File: src/rtl/branch_pkg.sv
// Shared types, ARM condition-code constants and the condition-evaluation
// function used by the branch sequencer.
package branch_pkg;

  typedef enum logic [2:0] {
    ST_IDLE,
    ST_EVAL,
    ST_LOAD,
    ST_FLUSH,
    ST_DONE
  } state_e;

  localparam logic [3:0] COND_EQ = 4'h0;
  localparam logic [3:0] COND_NE = 4'h1;
  localparam logic [3:0] COND_CS = 4'h2;
  localparam logic [3:0] COND_CC = 4'h3;
  localparam logic [3:0] COND_MI = 4'h4;
  localparam logic [3:0] COND_PL = 4'h5;
  localparam logic [3:0] COND_VS = 4'h6;
  localparam logic [3:0] COND_VC = 4'h7;
  localparam logic [3:0] COND_HI = 4'h8;
  localparam logic [3:0] COND_LS = 4'h9;
  localparam logic [3:0] COND_GE = 4'hA;
  localparam logic [3:0] COND_LT = 4'hB;
  localparam logic [3:0] COND_GT = 4'hC;
  localparam logic [3:0] COND_LE = 4'hD;
  localparam logic [3:0] COND_AL = 4'hE;
  localparam logic [3:0] COND_NV = 4'hF;

  localparam logic [2:0] BRANCH_OPCODE = 3'b101;

  localparam int FLAG_N = 3;
  localparam int FLAG_Z = 2;
  localparam int FLAG_C = 1;
  localparam int FLAG_V = 0;

  // NV falls into the default arm and is never satisfied.
  function automatic logic cond_pass(input logic [3:0] cond, input logic [3:0] flags);
    logic n, z, c, v;
    n = flags[FLAG_N];
    z = flags[FLAG_Z];
    c = flags[FLAG_C];
    v = flags[FLAG_V];
    case (cond)
      COND_EQ: cond_pass = z;
      COND_NE: cond_pass = !z;
      COND_CS: cond_pass = c;
      COND_CC: cond_pass = !c;
      COND_MI: cond_pass = n;
      COND_PL: cond_pass = !n;
      COND_VS: cond_pass = v;
      COND_VC: cond_pass = !v;
      COND_HI: cond_pass = c && !z;
      COND_LS: cond_pass = !c || z;
      COND_GE: cond_pass = (n == v);
      COND_LT: cond_pass = (n != v);
      COND_GT: cond_pass = !z && (n == v);
      COND_LE: cond_pass = z || (n != v);
      COND_AL: cond_pass = 1'b1;
      default: cond_pass = 1'b0;
    endcase
  endfunction

endpackage

File: src/rtl/branch_target_calc.sv
// Branch target adder: sign-extended 24-bit word offset added to the
// pipeline-adjusted PC, wrapping modulo 2^32.
module branch_target_calc #(
  parameter logic [31:0] PC_OFFSET = 32'd8
) (
  input  logic [31:0] pc,
  input  logic [23:0] offset,
  output logic [31:0] target
);

  logic [31:0] offset_ext;

  assign offset_ext = {{6{offset[23]}}, offset, 2'b00};
  assign target     = pc + PC_OFFSET + offset_ext;

endmodule

File: src/rtl/branch_ctrl.sv
// Sequences a single ARM B/BL from acceptance through PC load, link write,
// pipeline flush and a completion strobe.
module branch_ctrl
  import branch_pkg::*;
#(
  parameter int unsigned FLUSH_CYCLES = 2,
  parameter logic [31:0] PC_OFFSET    = 32'd8
) (
  input  logic        clk,
  input  logic        reset,
  input  logic        req_valid,
  output logic        req_ready,
  input  logic [31:0] instr,
  input  logic [31:0] pc,
  input  logic [3:0]  flags,
  output logic        pc_load,
  output logic [31:0] pc_target,
  output logic        lr_we,
  output logic [31:0] lr_data,
  output logic        flush,
  output logic        done,
  output logic        taken
);

  localparam int CNT_W = (FLUSH_CYCLES > 1) ? $clog2(FLUSH_CYCLES) : 1;

  state_e             state_q, state_d;
  logic [CNT_W-1:0]   cnt_q, cnt_d;
  logic [31:0]        instr_q, instr_d;
  logic [31:0]        pc_q, pc_d;
  logic [3:0]         flags_q, flags_d;
  logic               taken_q, taken_d;

  branch_target_calc #(
    .PC_OFFSET (PC_OFFSET)
  ) u_target (
    .pc     (pc_q),
    .offset (instr_q[23:0]),
    .target (pc_target)
  );

  assign lr_data = pc_q + 32'd4;

  // NOTE: every output and next-state signal gets a default before the case,
  // so no path leaves a value unassigned and no latch is inferred.
  always_comb begin
    state_d   = state_q;
    cnt_d     = cnt_q;
    instr_d   = instr_q;
    pc_d      = pc_q;
    flags_d   = flags_q;
    taken_d   = taken_q;
    req_ready = 1'b0;
    pc_load   = 1'b0;
    lr_we     = 1'b0;
    flush     = 1'b0;
    done      = 1'b0;
    taken     = 1'b0;

    case (state_q)
      ST_IDLE: begin
        req_ready = 1'b1;
        if (req_valid) begin
          instr_d = instr;
          pc_d    = pc;
          flags_d = flags;
          state_d = ST_EVAL;
        end
      end
      ST_EVAL: begin
        taken_d = (instr_q[27:25] == BRANCH_OPCODE) && cond_pass(instr_q[31:28], flags_q);
        state_d = taken_d ? ST_LOAD : ST_DONE;
      end
      ST_LOAD: begin
        pc_load = 1'b1;
        lr_we   = instr_q[24];
        if (FLUSH_CYCLES == 0) begin
          state_d = ST_DONE;
        end else begin
          cnt_d   = CNT_W'(FLUSH_CYCLES - 1);
          state_d = ST_FLUSH;
        end
      end
      ST_FLUSH: begin
        flush = 1'b1;
        if (cnt_q == '0) state_d = ST_DONE;
        else             cnt_d   = cnt_q - CNT_W'(1);
      end
      ST_DONE: begin
        done    = 1'b1;
        taken   = taken_q;
        state_d = ST_IDLE;
      end
      default: state_d = ST_IDLE;
    endcase
  end

  // NOTE: sequential state uses non-blocking assignments so every flop
  // samples its _d value from before the edge, independent of block order.
  always_ff @(posedge clk) begin
    if (reset) begin
      state_q <= ST_IDLE;
      cnt_q   <= '0;
      instr_q <= '0;
      pc_q    <= '0;
      flags_q <= '0;
      taken_q <= 1'b0;
    end else begin
      state_q <= state_d;
      cnt_q   <= cnt_d;
      instr_q <= instr_d;
      pc_q    <= pc_d;
      flags_q <= flags_d;
      taken_q <= taken_d;
    end
  end

endmodule
File: config.mk
export PLATFORM = sky130hd
export DESIGN_NAME = branch_ctrl
export DESIGN_NICKNAME = d
export VERILOG_FILES = /design/src/rtl/branch_pkg.sv /design/src/rtl/branch_target_calc.sv /design/src/rtl/branch_ctrl.sv
export SDC_FILE = /design/constraint.sdc
export NUM_CORES = 1
export LEC_CHECK = 0
export CAP_MARGIN = 20
export CORE_ASPECT_RATIO = 0.7
export CORE_UTILIZATION = 50
export CTS_CLUSTER_SIZE = 14
export DETAILED_ROUTE_END_ITERATION = 10
export GPL_ROUTABILITY_DRIVEN = 0
export GPL_TIMING_DRIVEN = 1
export MAX_ROUTING_LAYER = met4
export PLACE_DENSITY = 0.89
export RECOVER_POWER = 25
export REMOVE_ABC_BUFFERS = 1
export SYNTH_ARGS = -nofsm -noshare
export SYNTH_HDL_FRONTEND = slang
export SYNTH_HIERARCHICAL = 1
export SYNTH_SLANG_ARGS = --single-unit
File: constraint.sdc
create_clock -name clk -period 5 [get_ports clk]
set_clock_uncertainty 0.2 [all_clocks]
set_input_delay 1 -clock clk [delete_from_list [all_inputs] [get_ports clk]]
set_output_delay 1 -clock clk [all_outputs]
set_load 0.05 [all_outputs]
==> results.sh, run 1 <==
export IMPL_insertion_delay_ns=0.33
export IMPL_yosys_area_share_adder=0.1413
export IMPL_dieArea_um2=10980
export IMPL_drv_slew=93
export IMPL_power_leakage_nw=3.053
export IMPL_grt_start_max_net_pins=52
export IMPL_path_cells="inv_1, ha_1, inv_1, ha_1, fa_1, a211oi_2, o211ai_2, a2111oi_4, nor2_2, a21o_1, a31oi_2, xnor2_1, buf_12"
export IMPL_syn_to_final_growth_pct=32.93
export IMPL_max_freq_mhz=204.9
export IMPL_status="complete, but fails checks"
export IMPL_cp_end_kind="primary output"
export IMPL_grt_pass1_vias=4795
export IMPL_multi_input_area_um2=3573
export IMPL_wire_per_inst_um=15.64
export IMPL_die_x_um=124.8
export IMPL_antenna_found_initial=0
export IMPL_die_y_um=87.96
export IMPL_wirelength_um=14590
export IMPL_drt_iter0_markers=370
export IMPL_rsz0062_at_grt="no"
export IMPL_dpl_cell_count=917
export IMPL_synthSimpleGateAreaFrac=0.2492
export IMPL_nets=930
export IMPL_ant_nets=0
export IMPL_switchingPower_w=0.0007401
export IMPL_nFillCells=804
export IMPL_worstSetupPathType="reg -> out"
export IMPL_seq_power_share=0.330
export IMPL_path_clk_slew_ns=0.07
export IMPL_p_per_area_nw_per_um2=287.6
export IMPL_cts_buffers=9
export IMPL_post_cts_buffers=0
export IMPL_yosys_mux_area_fraction=0.008535
export IMPL_start_util=0.5286
export IMPL_post_synth_instance_area_um2=5278
export IMPL_synth_xor_area_frac=0.08962
export IMPL_final_cells=933
export IMPL_grt_usage=0.2696
export IMPL_total_power_w=0.002018
export IMPL_vias_per_cell=5.629
export IMPL_violations="DRC, capacitance limit, slew limit"
export IMPL_max_stage_delay_ns=0.46
export IMPL_rows=30
export IMPL_core_area_um2=9985
export IMPL_whs_ns=0.2592
export IMPL_syn_inst=680
export IMPL_r2r_slack_ns=1.21
export IMPL_cts_max_path_buffers=2
export IMPL_postCtsHoldBufs=0
export IMPL_ys_ff_latch=73
export IMPL_num_vias=5252
export IMPL_drc=10
export IMPL_slew_headroom=-0.5161
export IMPL_worst_path_buf_inv=3
export IMPL_crit_slowest_cell="fa_1"
export IMPL_p_sw_frac=0.3667
export IMPL_yosysSeqAreaShare=0.2769
export IMPL_cts_tree="yes"
export IMPL_power_internal_w=0.001278
export IMPL_dp_hpwl_um=11210
export IMPL_required_ns=3.80
export IMPL_grt_overflow=0
export IMPL_arrival_ns=3.68
export IMPL_cpLargestDelayFamily="compound AO/OA/AOI/OAI gates"
export IMPL_critPathMaxFanout=6
export IMPL_post_synth_cell_area_avg_um2=7.761
export IMPL_ios=141
export IMPL_cts_htree_levels=3
export IMPL_max_cap_violations=2
export IMPL_ys_types=69
export IMPL_synth_flop_cell="dfxtp_1"
export IMPL_clkPwrFrac=0.337
export IMPL_synth_compound_area_frac=0.1892
export IMPL_drive_gt1_frac=0.06832
export IMPL_port_buffers=140
export IMPL_period_minus_slack_ns=4.880
export IMPL_antennaDiodeCount=0
export IMPL_synth_edff_count=0
export IMPL_seqCellArea_um2=1461
export IMPL_worst_pin_slew_ns=2.274
export IMPL_comb_power_share=0.333
export IMPL_ys_warn_count=6
export IMPL_hold_violations=0
export IMPL_start_kind="flip-flop"
export IMPL_setup_tns_final_ns=0
export IMPL_period_share=0.9760
export IMPL_drt_pass1_iterations=8
export IMPL_vdd_drop_max_mv=0.1946
export IMPL_hp_class="reg -> reg"
export IMPL_setup_viol=0
export IMPL_grt_pass1_wl_um=22980
export IMPL_clock_root_buffer="clkbuf_16"
export IMPL_synth_top_family_by_area="simple AND/OR/NAND/NOR gates"
export IMPL_async_flop_share=0
export IMPL_clock_sinks=73
## per-layer routing
metal / up-vias / GRT usage / routed length, um
met4: 0 / 0.06846 / 215
met3: 23 / 0.04887 / 923
li1: 2596 / - / -
met5: - / - / 0
met2: 222 / 0.4520 / 6812
met1: 2411 / 0.3378 / 6639
## worst register-to-register path: stages, from the launching register on
cell and delay (ns):
dfxtp_1 0.35, nor3_2 0.25, and2_0 1.02, clkbuf_1 1.35, buf_4 0.31, nand2_1 0.07
a21oi_1 0.13
## registers in the layout, indices dropped and copies added, names as in the netlist
name / flops
flags_q: 4
state_q: 3
taken_q: 1
instr_q: 32
pc_q: 32
cnt_q: 1
## cells by family (layout without fill, tap and decap cells)
group	Yosys count	in the layout
compound gates	157	157
flops	73	73
xor+xnor	54	54
simple gates	284	284
fa+ha+maj	59	59
buf+inv	49	174
mux	4	4
## worst paths after layout
path              cells after the start            end   startpoint
hold reg to reg                       2    instr_q[24]  instr_q[24]
setup reg to reg                      6        pc_q[6]   state_q[2]
setup / recovery                     13  pc_target[25]      pc_q[3]
hold / removal                        2    instr_q[24]  instr_q[24]
## synth_stat cells, drive strengths merged (2+ instances only)
library cell  count  area (um2)
and2              9       57.56
inv              14       52.55
dfxtp            73        1461
nor2             31       118.9
a31oi             4       31.28
a311oi            2       23.77
a21oi            95       486.7
a21boi            2       15.01
and3              8       50.05
nand4             8       50.05
xnor2            37       324.1
buf              18       121.4
a31o              2       17.52
o31ai             2       20.02
nand3            22       120.1
o211ai            4       35.03
mux2i             3       30.03
a211oi            4       47.54
nand4b            3       32.53
xor2             17       148.9
a21o             14       105.1
nor3             10       60.06
o21ai            13       65.06
nor3b             2       20.02
a2111oi           2       36.29
nand2b            5       31.28
nor4              7       62.56
nand2           168       630.6
o21bai            4       33.78
a41oi             2       17.52
ha               58       725.7
nor2b             5       31.28
clkbuf           17       65.06
## layout make-up
cell class	count	share of cell area
Multi-Input combinational cell	558	0.5094
Sequential cell	73	0.2083
Timing Repair Buffer	144	0.2071
Clock buffer	9	0.03210
Tap cell	128	0.02283
Clock inverter	7	0.01284
Inverter	14	0.007491
## metrics by stage
step                worst slack (ns)  cell area, um2  utilization
detailed placement            0.3743            6716       0.6727
CTS                        0.0007940            7032       0.7043
global placement              0.4916            6696       0.6707
global route                 0.01496            7015       0.7026
floorplan                     0.4957            5091            -
finish                        0.1200            7015       0.7026
## power groups by stage
stage | Clock (W) | Sequential (W) | Combinational [W]
2_1_floorplan | 0 | 0.000670 | 0.000419
3_3_place_gp | 0 | 0.000673 | 0.000652
3_5_place_dp | 0 | 0.000678 | 0.000668
4_1_cts | 0.000688 | 0.000664 | 0.000674
5_1_grt | 0.000718 | 0.000671 | 0.000710
6_report | 0.000680 | 0.000666 | 0.000673
## placed cells by master, fill, tap and decap left out, drive strengths merged, types with 3 or more instances in the layout
master	Yosys	final
dfxtp	73	73
a21oi	95	95
buf	18	13
and2	9	9
nand2b	5	5
xor2	17	17
nor2b	5	5
nor3	10	10
nand4b	3	3
xnor2	37	37
and3	8	8
nor4	7	7
ha	58	58
mux2i	3	3
o21bai	4	4
nand4	8	8
o21ai	13	13
nand2	168	168
nand3	22	22
o211ai	4	4
a211oi	4	4
clkbuf	17	12
dlymetal6s2s	0	5
inv	14	20
a21o	14	14
a31oi	4	4
clkdlybuf4s50	0	122
nor2	31	31
## timing repair
action	4_1_cts	5_1_grt
gates resized for setup	0	5
setup endpoints to repair	0	9
endpoints found under the hold margin	0	0
Power figures use the tool's default switching activity.
==> run 2, diff against run 1 <==
--- a/config.mk
+++ b/config.mk
@@ -11,7 +11,7 @@
 export CTS_CLUSTER_SIZE = 14
 export DETAILED_ROUTE_END_ITERATION = 10
 export GPL_ROUTABILITY_DRIVEN = 0
-export GPL_TIMING_DRIVEN = 1
+export GPL_TIMING_DRIVEN = 0
 export MAX_ROUTING_LAYER = met4
 export PLACE_DENSITY = 0.89
 export RECOVER_POWER = 25
==> run 2 against run 1 <==
The run still ends with DRC, capacitance limit, slew limit left; power shrank 4.3%; first-iteration DRC count up 21%; maximum frequency grew 0.30%; clock power is 9.3% lower; global-route usage about the same; sequential cell count unchanged.
==> results.sh, run 2 (synthesis gave the netlist of run 1 again) <==
export IMPL_period_share=0.9731
export IMPL_violations="DRC, capacitance limit, slew limit"
export IMPL_route_met2_wl_um=6650
export IMPL_grt_overflow=0
export IMPL_ios=141
export IMPL_die_y_um=87.96
export IMPL_path_clk_slew_ns=0.06
export IMPL_clkPwrFrac=0.320
export IMPL_grt_pass1_vias=4928
export IMPL_setup_viol=0
export IMPL_cts_max_path_buffers=2
export IMPL_switchingPower_w=0.0007186
export IMPL_path_cells="inv_1, ha_1, inv_1, ha_1, fa_1, a211oi_2, o211ai_2, nand2_1, or3_1, o211ai_1, a21oi_1, xnor2_1, dlygate4sd2_1"
export IMPL_die_x_um=124.8
export IMPL_drv_slew=86
export IMPL_seq_power_share=0.344
export IMPL_rsz0062_at_grt="no"
export IMPL_comb_power_share=0.336
export IMPL_nFillCells=800
export IMPL_drive_gt1_frac=0.06343
export IMPL_clock_root_buffer="clkbuf_16"
export IMPL_r2r_end="instr_q[12]"
export IMPL_drt_iter0_markers=448
export IMPL_hold_path_startpoint="instr_q[27]"
export IMPL_drt_pass1_iterations=8
export IMPL_critPathMaxFanout=6
export IMPL_worst_path_buf_inv=3
export IMPL_period_minus_slack_ns=4.865
export IMPL_power_internal_w=0.001212
export IMPL_final_common_cell="nand2_1"
export IMPL_r2r_start="state_q[2]"
export IMPL_cpLargestDelayFamily="adder cells"
export IMPL_grt_usage=0.2699
export IMPL_r2r_slack_ns=1.44
export IMPL_max_stage_delay_ns=0.55
export IMPL_max_freq_mhz=205.5
export IMPL_slew_headroom=-0.1961
export IMPL_multi_input_area_um2=3580
export IMPL_max_cap_violations=2
export IMPL_cts_buffers=9
export IMPL_wirelength_um=14400
export IMPL_wire_per_inst_um=15.45
export IMPL_worst_pin_slew_ns=1.794
export IMPL_routed_top_layer="met4"
export IMPL_insertion_delay_ns=0.33
export IMPL_r2r_cells=5
export IMPL_total_power_w=0.001931
export IMPL_grt_pass1_wl_um=23240
export IMPL_p_per_area_nw_per_um2=277.9
export IMPL_vdd_drop_max_mv=0.2034
export IMPL_whs_ns=0.2553
export IMPL_ant_nets=0
export IMPL_p_sw_frac=0.3722
export IMPL_drt_met1_wl_um=6455
export IMPL_grt_start_max_net_pins=48
export IMPL_start_kind="flip-flop"
export IMPL_port_buffers=140
export IMPL_final_cells=932
export IMPL_num_vias=5288
export IMPL_dpl_cell_count=916
export IMPL_arrival_ns=3.67
export IMPL_final_cell_mix="167 x nand2_1, 121 x clkdlybuf4s50_1, 92 x a21oi_1, 73 x dfxtp_1, 58 x ha_1"
export IMPL_core_area_um2=9985
export IMPL_syn_to_final_growth_pct=31.67
export IMPL_rows=30
export IMPL_worstSetupPathType="reg -> out"
export IMPL_status="complete, but fails checks"
export IMPL_vias_per_cell=5.674
export IMPL_drc=10
export IMPL_cts_htree_levels=3
export IMPL_seqCellArea_um2=1461
export IMPL_clock_sinks=73
export IMPL_top_regs="instr_q: 32 flops, pc_q: 32 flops, flags_q: 4 flops"
export IMPL_hold_violations=0
export IMPL_dp_hpwl_um=11100
export IMPL_hp_class="reg -> reg"
export IMPL_cp_end_kind="primary output"
export IMPL_post_cts_buffers=0
export IMPL_final_core_util=0.6960
export IMPL_dieArea_um2=10980
export IMPL_crit_slowest_cell="dlygate4sd2_1"
export IMPL_antenna_found_initial=0
export IMPL_required_ns=3.80
export IMPL_cts_tree="yes"
export IMPL_wl_met3_um=1090
export IMPL_antennaDiodeCount=0
export IMPL_hold_path_cell_count=2
export IMPL_nets=929
export IMPL_start_util=0.5286
export IMPL_power_leakage_nw=3.026
export IMPL_postCtsHoldBufs=0
export IMPL_worstHoldEndpoint="instr_q[27]"
==> run 2: cell types whose count changed in the layout (fill, tap and decap cells not counted), moves of 2 or more <==
cell and delta:
buf_12 -3, clkbuf_2 +2, buf_2 +3, clkinvlp_4 +3, inv_8 -3, buf_4 -8
dlygate4sd2_1 +6
==> run 2: what timing repair did <==
item	4_1_cts	5_1_grt
pin swaps	0	2
gates resized for setup	32	9
endpoints found under the setup margin	13	12
cloned	0	0
==> run 2: metrics by stage <==
| step | TNS [ns] | cell area (um2) | setup slack [ns] |
|---|---|---|---|
| global route | 0 | 6949 | 0.0002478 |
| CTS | 0 | 6972 | 0.01327 |
| floorplan | 0 | 5091 | 0.4957 |
| detailed placement | -0.2344 | 6711 | -0.08696 |
| finish | 0 | 6949 | 0.1347 |
| global placement | -0.05252 | 6653 | -0.04881 |
==> run 2: final cells by class <==
| cell class | count | share of cell area |
|---|---|---|
| Sequential cell | 73 | 0.2103 |
| Inverter | 14 | 0.007562 |
| Clock buffer | 10 | 0.03439 |
| Multi-Input combinational cell | 558 | 0.5151 |
| Timing Repair Buffer | 143 | 0.2026 |
| Tap cell | 128 | 0.02305 |
| Clock inverter | 6 | 0.007022 |
==> run 2: worst max path at each step <==
stage / slack, ns / to / from / cells past startpoint
after floorplan: 0.50 / pc_target[29] / pc_q[3] / 12
after global placement: -0.05 / pc_target[25] / pc_q[3] / 13
after detailed placement: -0.09 / pc_target[25] / pc_q[3] / 13
after CTS: 0.01 / pc_target[31] / pc_q[3] / 13
after global routing: 0.0002 / pc_target[17] / pc_q[3] / 13
final: 0.13 / pc_target[17] / pc_q[3] / 13
==> run 2: metal layers <==
metal | up-vias | track usage
li1 | 2599 | -
met1 | 2432 | 0.3344
met2 | 232 | 0.4576
met3 | 25 | 0.04948
met4 | 0 | 0.06734
met5 | - | -
==> run 2: worst min-delay path: stages (launching register included) <==
cell and delay, ns:
dfxtp_1 0.31, nand2_1 0.05, a21oi_1 0.05
==> run 2: power by group through the flow <==
stage | combinational (W) | clock, W | sequential, W
2_1_floorplan | 0.000419 | 0 | 0.000670
3_5_place_dp | 0.000658 | 0 | 0.000676
6_report | 0.000649 | 0.000617 | 0.000665
4_1_cts | 0.000651 | 0.000623 | 0.000664
3_3_place_gp | 0.000641 | 0 | 0.000673
5_1_grt | 0.000690 | 0.000652 | 0.000670
